**src/rtl/alu_pkg.sv**
```systemverilog
`default_nettype none
// ============================================================================
//  Module   : alu_pkg
//  Brief    : Shared ALU opcode table and RV32I major-opcode constants used by
//             the issue stage and the ALU itself.
//  Revision : 1.0  initial release
// ============================================================================
package alu_pkg;

    // Datapath width the decode tables are written for
    localparam int XLEN = 32;

    // ALU opcode table (bit 3 groups logic/compare ops, bit 2 groups shifts)
    localparam logic [3:0] ALU_ADD  = 4'b0000;
    localparam logic [3:0] ALU_SUB  = 4'b0001;
    localparam logic [3:0] ALU_SLL  = 4'b0100;
    localparam logic [3:0] ALU_SRL  = 4'b0110;
    localparam logic [3:0] ALU_SRA  = 4'b0111;
    localparam logic [3:0] ALU_AND  = 4'b1001;
    localparam logic [3:0] ALU_OR   = 4'b1010;
    localparam logic [3:0] ALU_XOR  = 4'b1011;
    localparam logic [3:0] ALU_SLTU = 4'b1100;
    localparam logic [3:0] ALU_SLT  = 4'b1101;

    // RV32I major opcodes handled by this stage
    localparam logic [6:0] OPC_OP    = 7'b0110011;
    localparam logic [6:0] OPC_OPIMM = 7'b0010011;
    localparam logic [6:0] OPC_LUI   = 7'b0110111;
    localparam logic [6:0] OPC_AUIPC = 7'b0010111;

    // funct7 encodings: base form and the "alternate" form (SUB / SRA / SRAI)
    localparam logic [6:0] F7_BASE = 7'b0000000;
    localparam logic [6:0] F7_ALT  = 7'b0100000;

    // funct3 encodings shared by OP and OP-IMM
    localparam logic [2:0] F3_ADD  = 3'b000;
    localparam logic [2:0] F3_SLL  = 3'b001;
    localparam logic [2:0] F3_SLT  = 3'b010;
    localparam logic [2:0] F3_SLTU = 3'b011;
    localparam logic [2:0] F3_XOR  = 3'b100;
    localparam logic [2:0] F3_SR   = 3'b101;
    localparam logic [2:0] F3_OR   = 3'b110;
    localparam logic [2:0] F3_AND  = 3'b111;

endpackage
`default_nettype wire

```
**src/rtl/alu_issue_stage_if.sv**
```systemverilog
`default_nettype none
// ============================================================================
//  Module   : alu_issue_stage_if
//  Brief    : Upstream (fetch/regfile-read) and downstream (execute) handshake
//             bundle of the ALU issue stage. "slave" is the stage's view,
//             "master" is the view of the logic surrounding it.
//  Revision : 1.0  initial release
// ============================================================================
interface alu_issue_stage_if #(
    parameter int DATA_W = 32
);
    logic              flush;
    // upstream side
    logic              in_valid;
    logic              in_ready;
    logic [31:0]       in_inst;
    logic [DATA_W-1:0] in_pc;
    logic [DATA_W-1:0] in_rs1_data;
    logic [DATA_W-1:0] in_rs2_data;
    // downstream side
    logic              out_valid;
    logic              out_ready;
    logic [3:0]        out_alu_op;
    logic [DATA_W-1:0] out_a_data;
    logic [DATA_W-1:0] out_b_data;
    logic [4:0]        out_rd;
    logic              out_illegal;

    modport master (
        output flush, in_valid, in_inst, in_pc, in_rs1_data, in_rs2_data, out_ready,
        input  in_ready, out_valid, out_alu_op, out_a_data, out_b_data, out_rd, out_illegal
    );

    modport slave (
        input  flush, in_valid, in_inst, in_pc, in_rs1_data, in_rs2_data, out_ready,
        output in_ready, out_valid, out_alu_op, out_a_data, out_b_data, out_rd, out_illegal
    );
endinterface
`default_nettype wire

```
**src/rtl/alu_op_decode.sv**
```systemverilog
`default_nettype none
// ============================================================================
//  Module   : alu_op_decode
//  Brief    : Combinational RV32I decode of OP, OP-IMM, LUI and AUIPC into the
//             ALU opcode and operand pair. Anything else is flagged illegal and
//             presented as ADD 0,0 so a passed-through illegal entry is inert.
//  Revision : 1.0  initial release
// ============================================================================
module alu_op_decode
    import alu_pkg::*;
#(
    parameter int DATA_W = 32
) (
    input  logic [31:0]       i_inst,
    input  logic [DATA_W-1:0] i_pc,
    input  logic [DATA_W-1:0] i_rs1,
    input  logic [DATA_W-1:0] i_rs2,
    output logic [3:0]        o_alu_op,
    output logic [DATA_W-1:0] o_a,
    output logic [DATA_W-1:0] o_b,
    output logic [4:0]        o_rd,
    output logic              o_illegal
);

    logic [6:0]        w_opcode;
    logic [2:0]        w_funct3;
    logic [6:0]        w_funct7;
    logic              w_alt;
    logic [DATA_W-1:0] w_imm_i;
    logic [DATA_W-1:0] w_imm_sh;
    logic [DATA_W-1:0] w_imm_u;
    logic [3:0]        w_op;
    logic [DATA_W-1:0] w_a;
    logic [DATA_W-1:0] w_b;
    logic              w_ill;

    // A full 7-bit opcode compare also rejects inst[1:0] != 2'b11
    assign w_opcode = i_inst[6:0];
    assign w_funct3 = i_inst[14:12];
    assign w_funct7 = i_inst[31:25];
    assign w_alt    = (w_funct7 == F7_ALT);
    assign w_imm_i  = {{(DATA_W-12){i_inst[31]}}, i_inst[31:20]};
    assign w_imm_sh = {{(DATA_W-5){1'b0}}, i_inst[24:20]};
    assign w_imm_u  = {i_inst[31:12], {(DATA_W-20){1'b0}}};
    assign o_rd     = i_inst[11:7];

    // Raw decode; funct7 legality is resolved per instruction class
    always_comb begin
        w_op  = ALU_ADD;
        w_a   = '0;
        w_b   = '0;
        w_ill = 1'b0;
        case (w_opcode)
            OPC_OP: begin
                w_a = i_rs1;
                w_b = i_rs2;
                case (w_funct3)
                    F3_ADD:  w_op = w_alt ? ALU_SUB : ALU_ADD;
                    F3_SLL:  w_op = ALU_SLL;
                    F3_SLT:  w_op = ALU_SLT;
                    F3_SLTU: w_op = ALU_SLTU;
                    F3_XOR:  w_op = ALU_XOR;
                    F3_SR:   w_op = w_alt ? ALU_SRA : ALU_SRL;
                    F3_OR:   w_op = ALU_OR;
                    F3_AND:  w_op = ALU_AND;
                    default: w_op = ALU_ADD;
                endcase
                // Only ADD/SUB and SRL/SRA have an alternate funct7 form
                w_ill = !((w_funct7 == F7_BASE) ||
                          (w_alt && ((w_funct3 == F3_ADD) || (w_funct3 == F3_SR))));
            end
            OPC_OPIMM: begin
                w_a = i_rs1;
                w_b = w_imm_i;
                case (w_funct3)
                    F3_ADD:  w_op = ALU_ADD;
                    F3_SLT:  w_op = ALU_SLT;
                    F3_SLTU: w_op = ALU_SLTU;
                    F3_XOR:  w_op = ALU_XOR;
                    F3_OR:   w_op = ALU_OR;
                    F3_AND:  w_op = ALU_AND;
                    F3_SLL: begin
                        w_op  = ALU_SLL;
                        w_b   = w_imm_sh;
                        w_ill = (w_funct7 != F7_BASE);
                    end
                    F3_SR: begin
                        w_op  = w_alt ? ALU_SRA : ALU_SRL;
                        w_b   = w_imm_sh;
                        w_ill = !((w_funct7 == F7_BASE) || w_alt);
                    end
                    default: w_op = ALU_ADD;
                endcase
            end
            OPC_LUI: begin
                w_b = w_imm_u;
            end
            OPC_AUIPC: begin
                w_a = i_pc;
                w_b = w_imm_u;
            end
            default: begin
                w_ill = 1'b1;
            end
        endcase
    end

    // Illegal entries are squashed to ADD 0,0
    always_comb begin
        o_illegal = w_ill;
        o_alu_op  = w_ill ? ALU_ADD : w_op;
        o_a       = w_ill ? '0 : w_a;
        o_b       = w_ill ? '0 : w_b;
    end

endmodule
`default_nettype wire

```
**src/rtl/alu_issue_stage.sv**
```systemverilog
`default_nettype none
// ============================================================================
//  Module   : alu_issue_stage
//  Brief    : Registered decode/issue stage in front of the ALU. Decoded
//             entries sit in an output register (OUT) backed by a one-entry
//             skid register (SKID) so that the registered in_ready can lag
//             downstream back-pressure by a cycle without losing anything.
//  Revision : 1.0  initial release
// ============================================================================
module alu_issue_stage
    import alu_pkg::*;
#(
    parameter int DATA_W       = 32,   // only 32 is supported
    parameter bit ILLEGAL_PASS = 1'b1  // 0: illegal entries are consumed silently
) (
    input  logic               clk,
    input  logic               reset,
    alu_issue_stage_if.slave   bus
);

    // Payload layout: {alu_op, a, b, rd, illegal}
    localparam int PAY_W = 4 + DATA_W + DATA_W + 5 + 1;

    logic [3:0]        w_dec_op;
    logic [DATA_W-1:0] w_dec_a;
    logic [DATA_W-1:0] w_dec_b;
    logic [4:0]        w_dec_rd;
    logic              w_dec_illegal;
    logic [PAY_W-1:0]  w_dec_pay;

    logic              r_out_valid;
    logic [PAY_W-1:0]  r_out_pay;
    logic              r_skid_valid;
    logic [PAY_W-1:0]  r_skid_pay;
    logic              r_in_ready;

    logic              w_in_fire;
    logic              w_load;
    logic              w_out_free;
    logic              w_out_valid_nxt;
    logic              w_skid_valid_nxt;
    logic              w_out_from_skid;
    logic              w_out_from_in;
    logic              w_skid_from_in;

    alu_op_decode #(
        .DATA_W (DATA_W)
    ) u_decode (
        .i_inst    (bus.in_inst),
        .i_pc      (bus.in_pc),
        .i_rs1     (bus.in_rs1_data),
        .i_rs2     (bus.in_rs2_data),
        .o_alu_op  (w_dec_op),
        .o_a       (w_dec_a),
        .o_b       (w_dec_b),
        .o_rd      (w_dec_rd),
        .o_illegal (w_dec_illegal)
    );

    assign w_dec_pay = {w_dec_op, w_dec_a, w_dec_b, w_dec_rd, w_dec_illegal};

    // A handshake always consumes the input; only kept entries occupy storage
    assign w_in_fire  = bus.in_valid && r_in_ready;
    assign w_load     = w_in_fire && (ILLEGAL_PASS || !w_dec_illegal);
    // OUT can take a new entry when it is empty or being drained this cycle
    assign w_out_free = !r_out_valid || bus.out_ready;

    // Occupancy update and data steering; flush overrides everything.
    // SKID can only be full while in_ready is low, so a load never meets a
    // full SKID.
    always_comb begin
        w_out_valid_nxt  = r_out_valid;
        w_skid_valid_nxt = r_skid_valid;
        w_out_from_skid  = 1'b0;
        w_out_from_in    = 1'b0;
        w_skid_from_in   = 1'b0;
        if (bus.flush) begin
            w_out_valid_nxt  = 1'b0;
            w_skid_valid_nxt = 1'b0;
        end else if (w_out_free) begin
            if (r_skid_valid) begin
                w_out_valid_nxt  = 1'b1;
                w_skid_valid_nxt = 1'b0;
                w_out_from_skid  = 1'b1;
            end else if (w_load) begin
                w_out_valid_nxt  = 1'b1;
                w_out_from_in    = 1'b1;
            end else begin
                w_out_valid_nxt  = 1'b0;
            end
        end else if (w_load) begin
            w_skid_valid_nxt = 1'b1;
            w_skid_from_in   = 1'b1;
        end
    end

    // OUT/SKID storage and registered in_ready. in_ready is held low while
    // reset is asserted and rises on the first edge after release.
    always_ff @(posedge clk or posedge reset) begin
        if (reset) begin
            r_out_valid  <= 1'b0;
            r_out_pay    <= '0;
            r_skid_valid <= 1'b0;
            r_skid_pay   <= '0;
            r_in_ready   <= 1'b0;
        end else begin
            r_out_valid  <= w_out_valid_nxt;
            r_skid_valid <= w_skid_valid_nxt;
            r_in_ready   <= !w_skid_valid_nxt;
            if (w_out_from_skid) begin
                r_out_pay <= r_skid_pay;
            end else if (w_out_from_in) begin
                r_out_pay <= w_dec_pay;
            end
            if (w_skid_from_in) begin
                r_skid_pay <= w_dec_pay;
            end
        end
    end

    assign bus.in_ready  = r_in_ready;
    assign bus.out_valid = r_out_valid;
    assign {bus.out_alu_op, bus.out_a_data, bus.out_b_data, bus.out_rd, bus.out_illegal} = r_out_pay;

endmodule
`default_nettype wire

```
**src/flat_wrapper.sv**
```systemverilog
// flat-port wrapper written by rule: the top's interface ports become plain ports
module alu_issue_stage_flat import alu_pkg::*;
#(
    parameter int DATA_W       = 32,                          
    parameter bit ILLEGAL_PASS = 1'b1                                             
)
  (clk, reset, bus_flush, bus_in_valid, bus_in_inst, bus_in_pc, bus_in_rs1_data, bus_in_rs2_data, bus_out_ready, bus_in_ready, bus_out_valid, bus_out_alu_op, bus_out_a_data, bus_out_b_data, bus_out_rd, bus_out_illegal);
  alu_issue_stage_if #(.DATA_W(DATA_W)) bus_i ();
  input  logic clk;
  input  logic reset;
  input wire logic [$bits(bus_i.flush)-1:0] bus_flush;
  input wire logic [$bits(bus_i.in_valid)-1:0] bus_in_valid;
  input wire logic [$bits(bus_i.in_inst)-1:0] bus_in_inst;
  input wire logic [$bits(bus_i.in_pc)-1:0] bus_in_pc;
  input wire logic [$bits(bus_i.in_rs1_data)-1:0] bus_in_rs1_data;
  input wire logic [$bits(bus_i.in_rs2_data)-1:0] bus_in_rs2_data;
  input wire logic [$bits(bus_i.out_ready)-1:0] bus_out_ready;
  output wire logic [$bits(bus_i.in_ready)-1:0] bus_in_ready;
  output wire logic [$bits(bus_i.out_valid)-1:0] bus_out_valid;
  output wire logic [$bits(bus_i.out_alu_op)-1:0] bus_out_alu_op;
  output wire logic [$bits(bus_i.out_a_data)-1:0] bus_out_a_data;
  output wire logic [$bits(bus_i.out_b_data)-1:0] bus_out_b_data;
  output wire logic [$bits(bus_i.out_rd)-1:0] bus_out_rd;
  output wire logic [$bits(bus_i.out_illegal)-1:0] bus_out_illegal;
  assign bus_i.flush = bus_flush;
  assign bus_i.in_valid = bus_in_valid;
  assign bus_i.in_inst = bus_in_inst;
  assign bus_i.in_pc = bus_in_pc;
  assign bus_i.in_rs1_data = bus_in_rs1_data;
  assign bus_i.in_rs2_data = bus_in_rs2_data;
  assign bus_i.out_ready = bus_out_ready;
  assign bus_in_ready = bus_i.in_ready;
  assign bus_out_valid = bus_i.out_valid;
  assign bus_out_alu_op = bus_i.out_alu_op;
  assign bus_out_a_data = bus_i.out_a_data;
  assign bus_out_b_data = bus_i.out_b_data;
  assign bus_out_rd = bus_i.out_rd;
  assign bus_out_illegal = bus_i.out_illegal;
  alu_issue_stage #(.DATA_W(DATA_W), .ILLEGAL_PASS(ILLEGAL_PASS)) u_core (.clk(clk), .reset(reset), .bus(bus_i));
endmodule
```
**config.mk**
```make
export PLATFORM = sky130hd
export DESIGN_NAME = alu_issue_stage_flat
export DESIGN_NICKNAME = d
export VERILOG_FILES = /design/src/rtl/alu_pkg.sv /design/src/rtl/alu_issue_stage_if.sv /design/src/rtl/alu_op_decode.sv /design/src/rtl/alu_issue_stage.sv /design/src/flat_wrapper.sv
export SDC_FILE = /design/constraint.sdc
export NUM_CORES = 1
export LEC_CHECK = 0
export BUFFER_PORTS_ARGS = -buffer_cell sky130_fd_sc_hd__clkbuf_2
export CORE_MARGIN = 10
export CORE_UTILIZATION = 45
export DETAILED_ROUTE_END_ITERATION = 8
export PLACE_DENSITY_LB_ADDON = 0.2
export SLEW_MARGIN = 20
export SYNTH_ARGS = -nofsm -noshare
export SYNTH_HDL_FRONTEND = slang
export SYNTH_SLANG_ARGS = --single-unit
```
**constraint.sdc**
```tcl
create_clock -name clk -period 5.85 [get_ports clk]
set_input_delay 0.2925 -clock clk [delete_from_list [all_inputs] [get_ports clk]]
set_output_delay 0.2925 -clock clk [all_outputs]
set_load 0.02 [all_outputs]
```
After elaboration in Yosys (flattened, before gate mapping)
Cells that the tools add are included.
{"block": "totals", "ff_bits": 151, "in_bits": 133, "output_inout_bits": 76, "word_cells": 65}
{"block": "classes", "n_eq_ne": 12, "n_mux": 30, "reduce_logical": 18}
{"op": "74-bit two-way mux", "count": 2}
{"op": "32-bit two-way mux", "count": 3}
{"op": "32-bit case mux with 3 select lines", "count": 1}
{"op": "32-bit case mux with 2 select lines", "count": 1}
{"op": "4-bit case mux with 8 select lines", "count": 2}
{"op": "7-bit by 6-bit equality test with 1-bit output, second input constant", "count": 3}
{"op": "1-bit two-way mux", "count": 17}
{"op": "7-bit by 5-bit equality test with 1-bit output, second input constant", "count": 2}
{"op": "3-bit equality test, second input constant", "count": 4}
{"op": "4-bit case mux with 2 select lines", "count": 1}
{"op": "7-bit logical NOT", "count": 1}
{"op": "7-bit nonzero test", "count": 1}
{"op": "3-bit by 2-bit equality test with 1-bit output, second input constant", "count": 2}
{"op": "2-bit OR reduction", "count": 3}
{"op": "1-bit logical NOT", "count": 4}
{"op": "1-bit logical OR", "count": 4}
{"op": "4-bit two-way mux", "count": 1}
{"op": "2-bit nonzero test", "count": 2}
{"op": "3-bit by 1-bit equality test with 1-bit output, second input constant", "count": 1}
{"op": "3-bit logical NOT", "count": 1}
{"op": "1-bit case mux with 3 select lines", "count": 1}
{"op": "1-bit logical AND", "count": 2}
{"op": "1-bit case mux with 2 select lines", "count": 1}

Logic depth before layout (Yosys ltp)
Gate-level depths: netlist (run 1).
{"block": "logic_depth", "word_depth": 9, "mapped_depth": 8, "ltp_nobuf": 5}

Cells and area by module
Synthesis (run 1) repeated with hierarchy kept, for this count alone.
{"block": "hier_totals", "cells_unflattened": 768, "hier_area_um2": 7644.8}
{"module": "alu_issue_stage", "n_inst": 1, "cells_per_inst": 566, "area_per_inst_um2": 6366.1, "seq_area_each_um2": 3778.6}
{"module": "alu_op_decode", "n_inst": 1, "cells_per_inst": 202, "area_per_inst_um2": 1278.7, "seq_area_each_um2": 0.0}

Worst setup path before layout (run 1)
No wires, ideal clock.
{"block": "synth_timing", "path_type": "input -> register", "start": "input bus_in_inst[5]", "end": "register u_core.r_out_pay[10]", "arrival_ns": 1.840, "setup_slack_ns": 3.933, "path_stages": 7, "path_cell_list": "buf_2 > or4b_4 > a311o_1 > a211oi_2 > buf_4 > nand2_1 > a21oi_1"}
{"block": "synth_between", "elab_chain_len": 6}
{"item": "from (decl)", "line_no": "flat_wrapper.sv:13", "rtl": "input wire logic [$bits(bus_i.in_inst)-1:0] bus_in_inst;"}
{"item": "7-bit by 5-bit equality test with 1-bit output or 7-bit by 6-bit equality test with 1-bit output (tied branches)", "line_no": "alu_op_decode.sv:53", "rtl": "case (w_opcode)"}
{"item": "2-bit OR reduction (no source line)"}
{"item": "32-bit case mux with 3 select lines or 1-bit case mux with 3 select lines (tied branches)", "line_no": "alu_op_decode.sv:53"}
{"item": "32-bit two-way mux (*)", "line_no": "alu_op_decode.sv:113", "rtl": "o_b = w_ill ? '0 : w_b;"}
{"item": "74-bit two-way mux (*)", "line_no": "alu_issue_stage.sv:112", "rtl": "end else if (w_out_from_in) begin"}
{"item": "74-bit two-way mux (*)", "line_no": "alu_issue_stage.sv:110", "rtl": "if (w_out_from_skid) begin"}
{"item": "to (signal assigned)", "line_no": "alu_issue_stage.sv:111", "rtl": "r_out_pay <= r_skid_pay;"}
{"item": "to (signal assigned)", "line_no": "alu_issue_stage.sv:113", "rtl": "r_out_pay <= w_dec_pay;"}
{"item": "to (decl)", "line_no": "alu_issue_stage.sv:32", "rtl": "logic [PAY_W-1:0] r_out_pay;"}
Mark *: on every way between the ends. The rest lies on a longest branch, timed or not. The select of a mux whose other input is x is not followed.
A chain may end at the register's enable or synchronous reset.

Worst setup path in the final report (run 1)
{"block": "layout_timing", "start": "register u_core.r_skid_valid", "end": "register u_core.r_out_pay[24]"}
{"block": "layout_between", "elab_chain_len": 4}
{"item": "from (decl)", "line_no": "alu_issue_stage.sv:33", "rtl": "logic r_skid_valid;"}
{"item": "from (signal assigned)", "line_no": "alu_issue_stage.sv:108", "rtl": "r_skid_valid <= w_skid_valid_nxt;"}
{"item": "1-bit two-way mux", "line_no": "alu_issue_stage.sv:81", "rtl": "if (r_skid_valid) begin"}
{"item": "1-bit two-way mux", "line_no": "alu_issue_stage.sv:80", "rtl": "end else if (w_out_free) begin"}
{"item": "1-bit two-way mux", "line_no": "alu_issue_stage.sv:77", "rtl": "if (bus.flush) begin"}
{"item": "74-bit two-way mux or 2-bit nonzero test (tied branches)"}
Several ways; a longest one is shown, not always the timed one.

==> results of run 1 <==
## final cells by class
cell class / count / area (um^2) / area share
sequential: 151 / 3780 / 0.415
tap: 216 / 270 / 0.0296
clock buffer: 24 / 512 / 0.0561
multi-input combinational: 586 / 3060 / 0.335
clock inverter: 7 / 163 / 0.0178
inverter: 55 / 211 / 0.0232
timing repair buffer: 219 / 1120 / 0.123
## worst max path at each step
stage                                    from                    end  slack, ns
after floorplan                         reset    u_core.bus.in_ready       1.49
after CTS                 u_core.r_skid_valid   u_core.r_out_pay[24]       3.08
after global routing      u_core.r_skid_valid   u_core.r_out_pay[31]       2.93
final                     u_core.r_skid_valid   u_core.r_out_pay[24]       3.08
after detailed placement       bus_in_inst[5]  u_core.r_skid_pay[71]       2.81
after global placement         bus_in_inst[5]  u_core.r_skid_pay[71]       2.90
## report_power, final
part	total [mW]	leakage, nW	internal, mW	switching (mW)
logic	0.473	2.02	0.157	0.316
registers	1.19	1.95	1.14	0.0528
clock network	1.24	0.329	0.822	0.420
## sequential cells by signal, indices dropped and copies added, names as in the netlist
signal                count
u_core.r_out_pay         74
u_core.r_skid_pay        74
u_core.bus.in_ready       1
u_core.bus.out_valid      1
u_core.r_skid_valid       1
## metal layers
layer | GRT usage | part of all wire | vias to the layer above
met2 | 0.308 | 0.45 | 269
met3 | 0.0645 | 0.086 | 27
li1 | - | - | 3306
met4 | 0.0699 | 0.018 | 0
met1 | 0.266 | 0.44 | 3141
met5 | 0 | 0 | -
## stage by stage
stage                util  std cells  power (mW)  setup WS, ns  cell area (um^2)
floorplan               -        857        1.48          1.49              7290
global placement    0.531       1227        1.69          2.90              8440
detailed placement  0.531       1227        1.69          2.81              8440
CTS                 0.574       1258        2.94          3.08              9110
global route        0.574       1258        3.04          2.93              9110
finish              0.574       1258        2.91          3.08              9110
## cells in the final DEF, fill, tap and decap left out, drive strengths merged, types with 7 or more instances in the layout
cell    Yosys  final
or3        60     60
o21a        8      8
a221o      19     19
dfrtp     151    151
o21ai     173    173
inv        55     55
nor2       16     16
clkbuf     56    232
a31oi       7      7
buf         9     11
nand3      10     10
nand2     181    181
a21oi      65     65
## logic make-up (layout without fill, tap and decap cells)
family,Yosys count,count (layout),share of synthesized area
AO/OA/AOI/OAI,294,294,0.230
buffers and inverters,120,305,0.0660
flip-flops,151,151,0.518
multiplexers,5,5,0.00772
AND/OR/NAND/NOR,287,287,0.179
## critical path, cell delays in order (launching register included)
cell and delay, ns:
dfrtp_1 0.41, nand2_2 0.07, buf_4 0.54, nor2_1 0.41, nor2_4 0.50, buf_4 0.54, a21oi_1 0.14
==> metrics, run 1 <==
Worst setup EP type=flip-flop; measured slew at the worst slew-check pin=just under 1 ns; later-pin clock latency in the skew report=~0.43 ns; reg2reg start=u_core.r_skid_valid; CTS tree=done; most frequent cells after synthesis=nand2_1, dfrtp_1, o21ai_0; register-to-register setup slack=between 3 and 4 ns; Yosys top cell by area=dfrtp_1; Core Area=around 0.016 mm^2; Crit Path Class=reg -> reg; Yosys cell types=40; final hold slack=-0.00937 ns; Post-CTS Setup Repair Bufs=0; die width=between 100 and 150 um; data required time at the worst endpoint=6.14 ns; critical path peak fanout=69; prevailing post-synth register cell=dfrtp_1; DPL Wire Length=around 15000 um; CTS Buffer Depth=2; Layout area overhead=25.0%; Layout Skew=0.00488 ns; top area cells in the synthesized netlist=dfrtp_1, o21ai_0, nand2_1; Leak=about 4.3 nW; violated checks=negative hold slack; Synth top area share=0.518; Filler Cell Count=~1500; endpoints failing setup=0; fin crit share=0.473; Total Neg Setup Slack=0 ns; CTS Hold Buffers Added=0; Initial Utilization=0.459; Syn Inst Count=roughly 860; pins over their slew limit=0; vias per inst=5.36; largest net degree at the start of global routing=83; total number of vias=slightly below 7000; drt first pass iters=6; Synthesized Nets=approximately 1000; Syn Area/Cell=roughly 8.5 um^2; ratio of cells with drive above 1 in the final layout=0.255; Ant. Diodes=0; EDFF count, synth=0; initial antenna violation count=0; Clk pin slew, worst setup/hold paths=0.06 ns; NumNets Final=1163; CP arrival=between 3 and 4 ns; post-CTS sizing=0; # port buffers=roughly 210; crit path launch type=flip-flop; VDD IR max=0.244 mV; most common cell in the netlist=nand2_1; H-tree Lvls=4; Total Routed Length=between 20000 and 25000 um; gpl congestion=about 0.8; Clock Sinks=about 150; CTS root buffer=clkbuf_16; Synth Cell Area=0.00729 mm^2; number of max-cap violations=0; R2R cell count=6; IO Pins=between 200 and 250; Reg2Reg Capture Point=u_core.r_out_pay[24]; DRC=0; Die ar.=around 0.022 mm^2; Peak Freq=between 300 and 400 MHz; Chip Height=roughly 150 um; first-pass GRT wire length=around 36000 um; Slew HR=0.352; row cnt=46; Seq/Total Area, Yosys=0.518; Hold Vio Cnt, Final=17; Tmin final=about 2.8 ns; gr usage total=0.203; number of synthesized register bits=between 150 and 200; ys async rst share=1.00; vias in the first global route=approximately 6600; total CTS buffers=17; outcome=complete, but fails checks; Yosys warnings=0; overall overflow remaining after global route=0; Iter 0 DRT Violations=~460; post-route ant nets=0; RSZ-0062 raised after global routing=false; pwr dens=between 300 and 400 mW/mm^2; average wire per standard cell=approximately 18 um; hold crit path type=in -> async
No activity file was read; power rests on OpenSTA's default activity.
==> run 2: changes to the inputs <==
==> constraint.sdc (replaced) <==
create_clock -name clk -period 2.3 [get_ports clk]
set_input_delay 0.115 -clock clk [delete_from_list [all_inputs] [get_ports clk]]
set_output_delay 0.115 -clock clk [all_outputs]
set_load 0.02 [all_outputs]
==> run 2 against run 1 <==
  * The run now ends clean
  * Via count rose by 0.58%
  * Critical path depth fell by 1
  * Clock skew rose by 0.0029 ns
  * Global-route usage rose by 0.98 points
  * Clock power rose by 150%
  * Largest cell class unchanged
  * Cell count rose by 1.3%
  * Final area rose by 2.4%
  * Utilization rose by 1.4 points
  * Combinational power rose to 2.7 times the previous value
  * Die area did not move
  * Worst hold slack improved by 0.045 ns
  * First-iteration DRC count rose by 13%
==> metrics, run 2 (same netlist as run 1, synthesis figures left out) <==
Leak=4.41 nW (+2.4%); Total Neg Setup Slack=0 ns (unchanged); Final Core Density=0.587 (+0.0136); Place WS=0.210 ns (-2.60 ns); vias in the first global route=6992 (+5.6%); highest-count cells in the layout ignoring fill and taps=clkbuf_2, nand2_1, dfrtp_1; drt first pass iters=5 (-1); Layout area overhead=27.9%; VDD IR max=0.547 mV (+120%); fin crit share=0.810 (+0.337); H-tree Lvls=4 (unchanged); pins over their slew limit=0 (unchanged); ratio of cells with drive above 1 in the final layout=0.260 (+0.00465); CP arrival=2.21 ns (-0.85 ns); total CTS buffers=17 (unchanged); average wire per standard cell=18.2 um (+1.9%); first-pass GRT wire length=37400 um (+5.0%); Clk pin slew, worst setup/hold paths=0.06 ns (about the same); endpoints failing setup=0 (unchanged); row cnt=46 (unchanged); CTS Buffer Depth=2 (unchanged); Slew HR=0.370 (+0.0178); DRC=0 (unchanged); Tmin final=1.86 ns (-0.903 ns); Hold Vio Cnt, Final=0 (-17); Total Routed Length=23100 um (+3.2%); Clock Sinks=151 (unchanged); Die ar.=0.0217 mm^2 (unchanged); number of max-cap violations=0 (unchanged); Ant. Diodes=0 (unchanged); Iter 0 DRT Violations=515 (+13%); Initial Utilization=0.459 (unchanged); pwr dens=791 mW/mm^2 (+150%); final worst setup slack=0.436 ns (-2.65 ns); measured slew at the worst slew-check pin=0.945 ns (-0.0233 ns); Crit Path Class=reg -> reg; outcome=finished, final reports clean; die width=147 um (unchanged); later-pin clock latency in the skew report=0.42 ns (about the same); IO Pins=209 (unchanged); overall overflow remaining after global route=0 (unchanged); hold crit path type=in -> reg; register area=0.00378 mm^2 (unchanged); CTS root buffer=clkbuf_16; total number of vias=6782 (+0.58%); post-route ant nets=0 (unchanged); Post-CTS Setup Repair Bufs=0 (unchanged); Core Area=0.0159 mm^2 (unchanged); crit path launch type=flip-flop; gpl congestion=0.905 (+13%); Largest regs=u_core.r_out_pay (74), u_core.r_skid_pay (74); NumNets Final=1179 (+1.4%); most common cell after layout, fill and taps aside=clkbuf_2; initial antenna violation count=0 (unchanged); final hold slack=0.0354 ns (+0.0447 ns); Chip Height=147 um (unchanged); # port buffers=208 (unchanged); largest net degree at the start of global routing=136 (+64%); gr usage total=0.212 (+0.00977); data required time at the worst endpoint=2.65 ns (-3.49 ns); Layout Skew=0.00775 ns (+0.00287 ns); Filler Cell Count=1453 (-2.5%); Peak Freq=537 MHz (+48%); RSZ-0062 raised after global routing=false; critical path peak fanout=21 (-70%); area of the multi-input gates=0.00306 mm^2 (unchanged); DPL Wire Length=15900 um (+4.2%); Worst setup EP type=flip-flop; CTS tree=done; post-CTS sizing=0 (unchanged); vias per inst=5.32 (-0.68%)
==> run 2: cell types whose count changed in the layout (fill, tap and decap cells not counted), sizes merged <==
cell         delta
buf             +9
clkbuf          -2
clkinv          +3
inv             -1
dlygate4sd3     +7
==> run 2: power by group <==
part / switching [mW] / leakage, nW / internal, mW / total (mW)
sequential: 0.131 / 1.95 / 2.90 / 3.03
combinational: 0.823 / 2.13 / 0.434 / 1.26
clock: 1.06 / 0.326 / 2.03 / 3.09
total: 2.02 / 4.41 / 5.37 / 7.38
==> run 2: final cells by class <==
type | instances | area share
multi-input cells | 586 | 0.328
clock buffers | 22 | 0.0519
clock inverters | 9 | 0.0182
flip-flops and latches | 151 | 0.405
repair buffers | 235 | 0.146
well taps | 216 | 0.0290
inverters | 55 | 0.0225
==> run 2: worst max-delay path, cell delays in order (launching register included) <==
cell and delay [ns]:
dfrtp_1 0.40, nor2b_1 0.19, nor2_1 0.72, nor2_4 0.06, buf_4 0.26, a21oi_1 0.16
==> run 2: final timing paths <==
kind,startpoint,endpoint,slack (ns),depth (start not counted)
max,u_core.bus.out_valid,u_core.r_out_pay[58],0.44,5
min in group asynchronous,reset,u_core.r_out_pay[66],0.35,3
min reg2reg,u_core.r_skid_pay[40],u_core.r_skid_pay[40],0.47,2
min,bus_in_rs1_data[25],u_core.r_out_pay[63],0.04,5
max in group asynchronous,reset,u_core.r_skid_pay[22],1.27,4
max reg2reg,u_core.bus.out_valid,u_core.r_out_pay[58],0.44,5
==> run 2: timing repair <==
item                                    4_1_cts  5_1_grt
endpoints found under the setup margin        0        0
hold buffers                                  7        0
endpoints found under the hold margin        38        0
==> run 2: layer usage <==
| layer | vias up | part of all wire | GRT usage |
|---|---|---|---|
| met5 | - | 0 | 0 |
| met4 | 0 | 0.011 | 0.0605 |
| met3 | 19 | 0.082 | 0.0673 |
| met2 | 257 | 0.47 | 0.334 |
| met1 | 3158 | 0.44 | 0.276 |
| li1 | 3348 | - | - |
==> run 2: through the flow <==
step | area, um^2 | cells | power (mW)
6_report | 9330 | 1274 | 7.38
5_1_grt | 9330 | 1274 | 7.69
4_1_cts | 9330 | 1274 | 7.45
3_5_place_dp | 8610 | 1236 | 4.34
3_3_place_gp | 8610 | 1236 | 4.33
2_1_floorplan | 7300 | 857 | 3.76
